## src/rtl/amber_dmem_arb_if.sv

```systemverilog
`default_nettype none
// ============================================================================
// Module   : amber_dmem_arb_if
// Purpose  : Bundles the core, debug and dmem-macro signals that connect to
//            the amber data-memory arbiter.
// Revision : 1.0 - initial release
// ============================================================================
interface amber_dmem_arb_if #(
  parameter int ADDR_WIDTH = 12,
  parameter int DATA_WIDTH = 24
);
  // Core memory-access stage requester
  logic                  iw_core_req;
  logic                  iw_core_we;
  logic [ADDR_WIDTH-1:0] iw_core_addr;
  logic [DATA_WIDTH-1:0] iw_core_wdata;
  logic                  ow_core_gnt;
  logic                  ow_core_stall;
  logic                  or_core_rvalid;
  logic [DATA_WIDTH-1:0] ow_core_rdata;

  // Debug port requester and halt control
  logic                  iw_dbg_req;
  logic                  iw_dbg_we;
  logic [ADDR_WIDTH-1:0] iw_dbg_addr;
  logic [DATA_WIDTH-1:0] iw_dbg_wdata;
  logic                  ow_dbg_gnt;
  logic                  or_dbg_rvalid;
  logic [DATA_WIDTH-1:0] ow_dbg_rdata;
  logic                  iw_dbg_halt;
  logic                  or_halted;

  // Single-port dmem macro
  logic                  ow_mem_en;
  logic                  ow_mem_we;
  logic [ADDR_WIDTH-1:0] ow_mem_addr;
  logic [DATA_WIDTH-1:0] ow_mem_wdata;
  logic [DATA_WIDTH-1:0] iw_mem_rdata;

  // Arbiter side
  modport slave (
    input  iw_core_req, iw_core_we, iw_core_addr, iw_core_wdata,
    output ow_core_gnt, ow_core_stall, or_core_rvalid, ow_core_rdata,
    input  iw_dbg_req, iw_dbg_we, iw_dbg_addr, iw_dbg_wdata, iw_dbg_halt,
    output ow_dbg_gnt, or_dbg_rvalid, ow_dbg_rdata, or_halted,
    output ow_mem_en, ow_mem_we, ow_mem_addr, ow_mem_wdata,
    input  iw_mem_rdata
  );

  // Requester / memory side
  modport master (
    output iw_core_req, iw_core_we, iw_core_addr, iw_core_wdata,
    input  ow_core_gnt, ow_core_stall, or_core_rvalid, ow_core_rdata,
    output iw_dbg_req, iw_dbg_we, iw_dbg_addr, iw_dbg_wdata, iw_dbg_halt,
    input  ow_dbg_gnt, or_dbg_rvalid, ow_dbg_rdata, or_halted,
    input  ow_mem_en, ow_mem_we, ow_mem_addr, ow_mem_wdata,
    output iw_mem_rdata
  );
endinterface
`default_nettype wire

```

## src/rtl/amber_dmem_arb.sv

```systemverilog
`default_nettype none
// ============================================================================
// Module   : amber_dmem_arb
// Purpose  : Arbitrates the single-port dmem between the core MA stage and the
//            debug port, sequences debug halt, and routes 1-cycle read data
//            back to the requester that issued the read.
// Revision : 1.0 - initial release
// ============================================================================
module amber_dmem_arb #(
  parameter int ADDR_WIDTH = 12,
  parameter int DATA_WIDTH = 24,
  parameter int MAX_WAIT   = 4
) (
  input  wire logic        iw_clk,
  input  wire logic        iw_rst_n,
  amber_dmem_arb_if.slave  bus
);

  typedef enum logic [1:0] {
    ST_RUN    = 2'd0,
    ST_DRAIN  = 2'd1,
    ST_HALTED = 2'd2
  } state_t;

  typedef enum logic [1:0] {
    OWN_NONE = 2'd0,
    OWN_CORE = 2'd1,
    OWN_DBG  = 2'd2
  } owner_t;

  localparam logic [3:0] MAX_WAIT_C = 4'(MAX_WAIT);

  state_t     state_q, state_d;
  owner_t     rd_owner_q, rd_owner_d;
  logic [3:0] wait_q, wait_d;

  logic core_gnt;
  logic dbg_gnt;
  logic core_req_eff;

  // Grant selection; the core only competes while running and not being halted
  always_comb begin
    core_gnt     = 1'b0;
    dbg_gnt      = 1'b0;
    core_req_eff = bus.iw_core_req & (state_q == ST_RUN) & ~bus.iw_dbg_halt;
    if (iw_rst_n) begin
      if (state_q == ST_RUN) begin
        dbg_gnt  = bus.iw_dbg_req & (~core_req_eff | (wait_q >= MAX_WAIT_C));
        core_gnt = core_req_eff & ~dbg_gnt;
      end else begin
        dbg_gnt  = bus.iw_dbg_req;
      end
    end
  end

  // Next-state for halt FSM, starvation counter and read-owner tracking
  always_comb begin
    state_d    = state_q;
    wait_d     = wait_q;
    rd_owner_d = OWN_NONE;

    case (state_q)
      ST_RUN:    if (bus.iw_dbg_halt) state_d = ST_DRAIN;
      ST_DRAIN: begin
        if (!bus.iw_dbg_halt)            state_d = ST_RUN;
        else if (rd_owner_q != OWN_CORE) state_d = ST_HALTED;
      end
      ST_HALTED: if (!bus.iw_dbg_halt) state_d = ST_RUN;
      default:   state_d = ST_RUN;
    endcase

    if (dbg_gnt || !bus.iw_dbg_req) wait_d = 4'd0;
    else if (wait_q < MAX_WAIT_C)   wait_d = wait_q + 4'd1;

    if (core_gnt && !bus.iw_core_we)     rd_owner_d = OWN_CORE;
    else if (dbg_gnt && !bus.iw_dbg_we)  rd_owner_d = OWN_DBG;
  end

  // State registers; reset also drops any read still in flight
  always_ff @(posedge iw_clk) begin
    if (!iw_rst_n) begin
      state_q    <= ST_RUN;
      wait_q     <= 4'd0;
      rd_owner_q <= OWN_NONE;
    end else begin
      state_q    <= state_d;
      wait_q     <= wait_d;
      rd_owner_q <= rd_owner_d;
    end
  end

  // Memory drive muxed from the granted requester, zero when idle
  always_comb begin
    bus.ow_mem_en    = core_gnt | dbg_gnt;
    bus.ow_mem_we    = 1'b0;
    bus.ow_mem_addr  = '0;
    bus.ow_mem_wdata = '0;
    if (dbg_gnt) begin
      bus.ow_mem_we    = bus.iw_dbg_we;
      bus.ow_mem_addr  = bus.iw_dbg_addr;
      bus.ow_mem_wdata = bus.iw_dbg_wdata;
    end else if (core_gnt) begin
      bus.ow_mem_we    = bus.iw_core_we;
      bus.ow_mem_addr  = bus.iw_core_addr;
      bus.ow_mem_wdata = bus.iw_core_wdata;
    end
  end

  // Requester-facing outputs; read data is gated to the owner of the read
  always_comb begin
    bus.ow_core_gnt    = core_gnt;
    bus.ow_core_stall  = bus.iw_core_req & ~core_gnt;
    bus.ow_dbg_gnt     = dbg_gnt;
    bus.or_core_rvalid = (rd_owner_q == OWN_CORE);
    bus.or_dbg_rvalid  = (rd_owner_q == OWN_DBG);
    bus.ow_core_rdata  = bus.or_core_rvalid ? bus.iw_mem_rdata : '0;
    bus.ow_dbg_rdata   = bus.or_dbg_rvalid  ? bus.iw_mem_rdata : '0;
    bus.or_halted      = (state_q == ST_HALTED);
  end

endmodule
`default_nettype wire

```

## src/flat_wrapper.sv

```systemverilog
// flat-port wrapper written by rule: the top's interface ports become plain ports
module amber_dmem_arb_flat 
#(
  parameter int ADDR_WIDTH = 12,
  parameter int DATA_WIDTH = 24,
  parameter int MAX_WAIT   = 4
)
  (iw_clk, iw_rst_n, bus_iw_core_req, bus_iw_core_we, bus_iw_core_addr, bus_iw_core_wdata, bus_ow_core_gnt, bus_ow_core_stall, bus_or_core_rvalid, bus_ow_core_rdata, bus_iw_dbg_req, bus_iw_dbg_we, bus_iw_dbg_addr, bus_iw_dbg_wdata, bus_iw_dbg_halt, bus_ow_dbg_gnt, bus_or_dbg_rvalid, bus_ow_dbg_rdata, bus_or_halted, bus_ow_mem_en, bus_ow_mem_we, bus_ow_mem_addr, bus_ow_mem_wdata, bus_iw_mem_rdata);
  amber_dmem_arb_if #(.ADDR_WIDTH(ADDR_WIDTH), .DATA_WIDTH(DATA_WIDTH)) bus_i ();
  input  wire logic iw_clk;
  input  wire logic iw_rst_n;
  input wire logic [$bits(bus_i.iw_core_req)-1:0] bus_iw_core_req;
  input wire logic [$bits(bus_i.iw_core_we)-1:0] bus_iw_core_we;
  input wire logic [$bits(bus_i.iw_core_addr)-1:0] bus_iw_core_addr;
  input wire logic [$bits(bus_i.iw_core_wdata)-1:0] bus_iw_core_wdata;
  output wire logic [$bits(bus_i.ow_core_gnt)-1:0] bus_ow_core_gnt;
  output wire logic [$bits(bus_i.ow_core_stall)-1:0] bus_ow_core_stall;
  output wire logic [$bits(bus_i.or_core_rvalid)-1:0] bus_or_core_rvalid;
  output wire logic [$bits(bus_i.ow_core_rdata)-1:0] bus_ow_core_rdata;
  input wire logic [$bits(bus_i.iw_dbg_req)-1:0] bus_iw_dbg_req;
  input wire logic [$bits(bus_i.iw_dbg_we)-1:0] bus_iw_dbg_we;
  input wire logic [$bits(bus_i.iw_dbg_addr)-1:0] bus_iw_dbg_addr;
  input wire logic [$bits(bus_i.iw_dbg_wdata)-1:0] bus_iw_dbg_wdata;
  input wire logic [$bits(bus_i.iw_dbg_halt)-1:0] bus_iw_dbg_halt;
  output wire logic [$bits(bus_i.ow_dbg_gnt)-1:0] bus_ow_dbg_gnt;
  output wire logic [$bits(bus_i.or_dbg_rvalid)-1:0] bus_or_dbg_rvalid;
  output wire logic [$bits(bus_i.ow_dbg_rdata)-1:0] bus_ow_dbg_rdata;
  output wire logic [$bits(bus_i.or_halted)-1:0] bus_or_halted;
  output wire logic [$bits(bus_i.ow_mem_en)-1:0] bus_ow_mem_en;
  output wire logic [$bits(bus_i.ow_mem_we)-1:0] bus_ow_mem_we;
  output wire logic [$bits(bus_i.ow_mem_addr)-1:0] bus_ow_mem_addr;
  output wire logic [$bits(bus_i.ow_mem_wdata)-1:0] bus_ow_mem_wdata;
  input wire logic [$bits(bus_i.iw_mem_rdata)-1:0] bus_iw_mem_rdata;
  assign bus_i.iw_core_req = bus_iw_core_req;
  assign bus_i.iw_core_we = bus_iw_core_we;
  assign bus_i.iw_core_addr = bus_iw_core_addr;
  assign bus_i.iw_core_wdata = bus_iw_core_wdata;
  assign bus_ow_core_gnt = bus_i.ow_core_gnt;
  assign bus_ow_core_stall = bus_i.ow_core_stall;
  assign bus_or_core_rvalid = bus_i.or_core_rvalid;
  assign bus_ow_core_rdata = bus_i.ow_core_rdata;
  assign bus_i.iw_dbg_req = bus_iw_dbg_req;
  assign bus_i.iw_dbg_we = bus_iw_dbg_we;
  assign bus_i.iw_dbg_addr = bus_iw_dbg_addr;
  assign bus_i.iw_dbg_wdata = bus_iw_dbg_wdata;
  assign bus_i.iw_dbg_halt = bus_iw_dbg_halt;
  assign bus_ow_dbg_gnt = bus_i.ow_dbg_gnt;
  assign bus_or_dbg_rvalid = bus_i.or_dbg_rvalid;
  assign bus_ow_dbg_rdata = bus_i.ow_dbg_rdata;
  assign bus_or_halted = bus_i.or_halted;
  assign bus_ow_mem_en = bus_i.ow_mem_en;
  assign bus_ow_mem_we = bus_i.ow_mem_we;
  assign bus_ow_mem_addr = bus_i.ow_mem_addr;
  assign bus_ow_mem_wdata = bus_i.ow_mem_wdata;
  assign bus_i.iw_mem_rdata = bus_iw_mem_rdata;
  amber_dmem_arb #(.ADDR_WIDTH(ADDR_WIDTH), .DATA_WIDTH(DATA_WIDTH), .MAX_WAIT(MAX_WAIT)) u_core (.iw_clk(iw_clk), .iw_rst_n(iw_rst_n), .bus(bus_i));
endmodule
```

## config.mk

```make
export PLATFORM = sky130hd
export DESIGN_NAME = amber_dmem_arb_flat
export DESIGN_NICKNAME = d
export VERILOG_FILES = /design/src/rtl/amber_dmem_arb_if.sv /design/src/rtl/amber_dmem_arb.sv /design/src/flat_wrapper.sv
export SDC_FILE = /design/constraint.sdc
export NUM_CORES = 1
export LEC_CHECK = 0
export CAP_MARGIN = 20
export CELL_PAD_IN_SITES_DETAIL_PLACEMENT = 0
export CELL_PAD_IN_SITES_GLOBAL_PLACEMENT = 2
export CORE_MARGIN = 2
export CORE_UTILIZATION = 10
export DETAILED_ROUTE_END_ITERATION = 10
export GPL_TIMING_DRIVEN = 0
export PLACE_DENSITY = 0.95
export SKIP_LAST_GASP = 1
export SLEW_MARGIN = 10
export SYNTH_ARGS = -nofsm -noshare
export SYNTH_HDL_FRONTEND = slang
export SYNTH_SLANG_ARGS = --single-unit
```

## constraint.sdc

```tcl
create_clock -name iw_clk -period 3.87 [get_ports iw_clk]
set_input_delay 0.774 -clock iw_clk [delete_from_list [all_inputs] [get_ports iw_clk]]
set_output_delay 0.774 -clock iw_clk [all_outputs]
set_load 0.03 [all_outputs]
```

==> impl_metrics.json <==
{
  "critical_path.startpoint": "bus_iw_dbg_halt",
  "p_switching_uw": 198,
  "synthTopCellsByCount": "nand2_1, and2_1, o22ai_1",
  "finalMaxSlewViolations": 0,
  "cts_root_buf": "clkbuf_16",
  "vias": 2203,
  "r2r-end": "u_core.wait_q[0]",
  "cts_buffer_depth": 2,
  "p_seq_frac": 0.148,
  "fin_skew_ns": 0.00300,
  "crit_path_start_kind": "input pin",
  "syn_nets": 318,
  "worstMarginPinSlew_ns": 0.578,
  "cts.sinks": 8,
  "cts_tree": "built",
  "dp_slack_ns": -0.137,
  "overflow": 0,
  "h-tree-depth": 1,
  "dp_hpwl_mm": 6.15,
  "fin_crit_sh": 0.959,
  "rows": 40,
  "fin_nets": 516,
  "syn_avg_cell_area_um2": 5.74,
  "outcome": "finished, final reports clean",
  "end_kind": "primary output",
  "drtAntennaViolNets": 0,
  "crit_type": "in2out",
  "cts_buffers": 3,
  "utilization": 0.286,
  "ys.flop_type": "dfxtp_1",
  "placed_cells": 555,
  "drt-pass1-iter-count": 4,
  "start_util": 0.102,
  "yosys_warnings": 0,
  "synth-seq-cells": 8,
  "rsz0062_at_grt": "yes",
  "hold_class": "reg2reg",
  "dieHeight_um": 115,
  "route.detailed.drc": 0,
  "r2r_cells": 4,
  "layout_setup_ws_ns": 0.159,
  "clock_latency_ns": 0.23,
  "track_usage": 0.100,
  "r2r-start": "u_core.state_q[1]",
  "ys_async_sr_fraction": 0,
  "peakVddDrop_v": 0.000107,
  "fmax_mhz": 269,
  "antenna_found_initial": 0,
  "cp.required_ns": 3.10,
  "p_clk_frac": 0.294,
  "cellLeakagePower_uw": 0.00134,
  "routedWlPerCell_um": 12.9,
  "share_comb_of_total_power": 0.557,
  "powerDensity_mw_per_mm2": 172,
  "grt_pass1_wl_mm": 10.7,
  "die_area_mm2": 0.0132,
  "swShare": 0.336,
  "io_buffers": 194,
  "synth_top_area_share": 0.249,
  "gp_congestion": 0.656,
  "period_needed_ns": 3.71,
  "intPower_uw": 391,
  "clkTransAtPathRegs_ns": 0.04,
  "yosysMostFrequentCell": "nand2_1",
  "routed_via_density": 3.96,
  "synth_area_leaders": "and2_1, nand2_1, o22ai_1, dfxtp_1, clkbuf_1",
  "first_global_vias": 2113,
  "io_pins": 195,
  "seq_area_frac_synth": 0.130,
  "setup_violations": 0,
  "wl_mm": 7.21,
  "cap_viol_max_count": 0,
  "rrSetupSlack_ns": 2.34,
  "max-slew-margin-rel": 0.614,
  "drive_gt1_frac": 0.0317,
  "grt_max_degree": 20,
  "antenna_cells": 0,
  "synthesis.instances": 214,
  "postCtsSetupBuffers": 0,
  "arrival_ns": 2.94,
  "die_w_um": 115,
  "initialDrtViolationCount": 28,
  "crit_end": "bus_ow_mem_addr[8]",
  "synth_top_cell_by_area": "and2_1",
  "coreArea_mm2": 0.0120,
  "holdBufCountCts": 0,
  "finalHoldViolations": 0,
  "areaGrowthSynthToFinish_pct": 179,
  "netlist_area_mm2": 0.00123,
  "synth_edf_count": 0,
  "final-instance-count-excl-fill": 557,
  "ys_types": 20,
  "worstPathMaxFanout": 10
}
## final cells by class
| class | count | area, um2 |
|---|---|---|
| inverter | 1 | 3.75 |
| sequential | 8 | 160 |
| tap | 147 | 184 |
| timing repair buffer | 194 | 1930 |
| clock buffer | 3 | 75.1 |
| multi-input combinational | 185 | 996 |
| buffer | 19 | 83.8 |
| fill | 1354 | 8580 |
## power groups by stage
stage / Sequential (uW) / Clock (uW) / Combinational (uW)
floorplan: 88.0 / 0 / 142
global placement: 88.1 / 0 / 335
detailed placement: 88.3 / 0 / 337
CTS: 87.2 / 177 / 332
global route: 87.9 / 183 / 352
finish: 87.6 / 174 / 329
## cell families after synthesis
kind of cell / share of synthesized area
flip-flops: 0.130
AO/OA/AOI/OAI: 0.207
AND/OR/NAND/NOR: 0.578
buffers and inverters: 0.0713
other: 0.00305
adder cells (fa/ha/maj): 0.0102
## repair_timing
item | CTS | global route
gates cloned | 0 | 0
resized for setup | 16 | 5
endpoints found under the setup margin | 31 | 26
pin swaps | 0 | 0
## worst max-delay path: stages
cell,delay (ns)
clkdlybuf4s50_1,0.46
nor4b_4,0.31
nor3b_4,0.37
buf_2,0.27
o22ai_1,0.11
clkdlybuf4s50_1,0.63
## cell usage in the layout, fill, tap and decap left out, drive strengths merged
| master | synthesis | layout |
|---|---|---|
| and2 | 49 | 49 |
| clkdlybuf4s50 | 0 | 179 |
| buf | 5 | 6 |
| nand2 | 77 | 77 |
| conb | 1 | 1 |
| nor2b | 4 | 4 |
| o21a | 1 | 1 |
| dlygate4sd2 | 0 | 14 |
| inv | 1 | 1 |
| dlymetal6s2s | 0 | 1 |
| o21ai | 1 | 1 |
| nor3 | 3 | 3 |
| nor2 | 4 | 4 |
| and3 | 2 | 2 |
| clkbuf | 15 | 16 |
| ha | 1 | 1 |
| dfxtp | 8 | 8 |
| nor4b | 1 | 1 |
| o22ai | 37 | 37 |
| nor3b | 3 | 3 |
| o21ba | 1 | 1 |
## layer usage
layer  up-vias  part of all wire  global-route usage  routed length, um
met5         -                 0                   0                  0
met4         0            0.0053              0.0169                 38
met2       135              0.51               0.198               3660
met1       961              0.36               0.103               2600
met3         4              0.13              0.0332                910
li1       1103                 -                   -                  -
## how the worst min path moves through the flow
stage	slack, ns	startpoint	endpoint	depth (start not counted)
6_report	0.45	u_core.wait_q[0]	u_core.wait_q[0]	1
3_5_place_dp	0.44	u_core.wait_q[0]	u_core.wait_q[0]	1
5_1_grt	0.46	u_core.wait_q[0]	u_core.wait_q[0]	1
3_3_place_gp	0.44	u_core.wait_q[0]	u_core.wait_q[0]	1
2_1_floorplan	0.42	u_core.wait_q[0]	u_core.wait_q[0]	1
4_1_cts	0.45	u_core.wait_q[0]	u_core.wait_q[0]	1
## metrics by stage
step	instance area (um2)	power (uW)	hold slack, ns	setup TNS, ns
after detailed placement	3350	425	0.440	-2.22
after floorplan	1230	230	0.419	0
after global placement	3350	423	0.440	-1.93
after CTS	3420	596	0.452	-0.00909
after global routing	3430	623	0.456	-0.0947
final	3430	590	0.454	0
## registers in the layout, summed over array words and instances (netlist names)
name / count
u_core.rd_owner_q: 2
u_core.state_q: 2
u_core.wait_q: 4
Power figures use the tool's default switching activity.
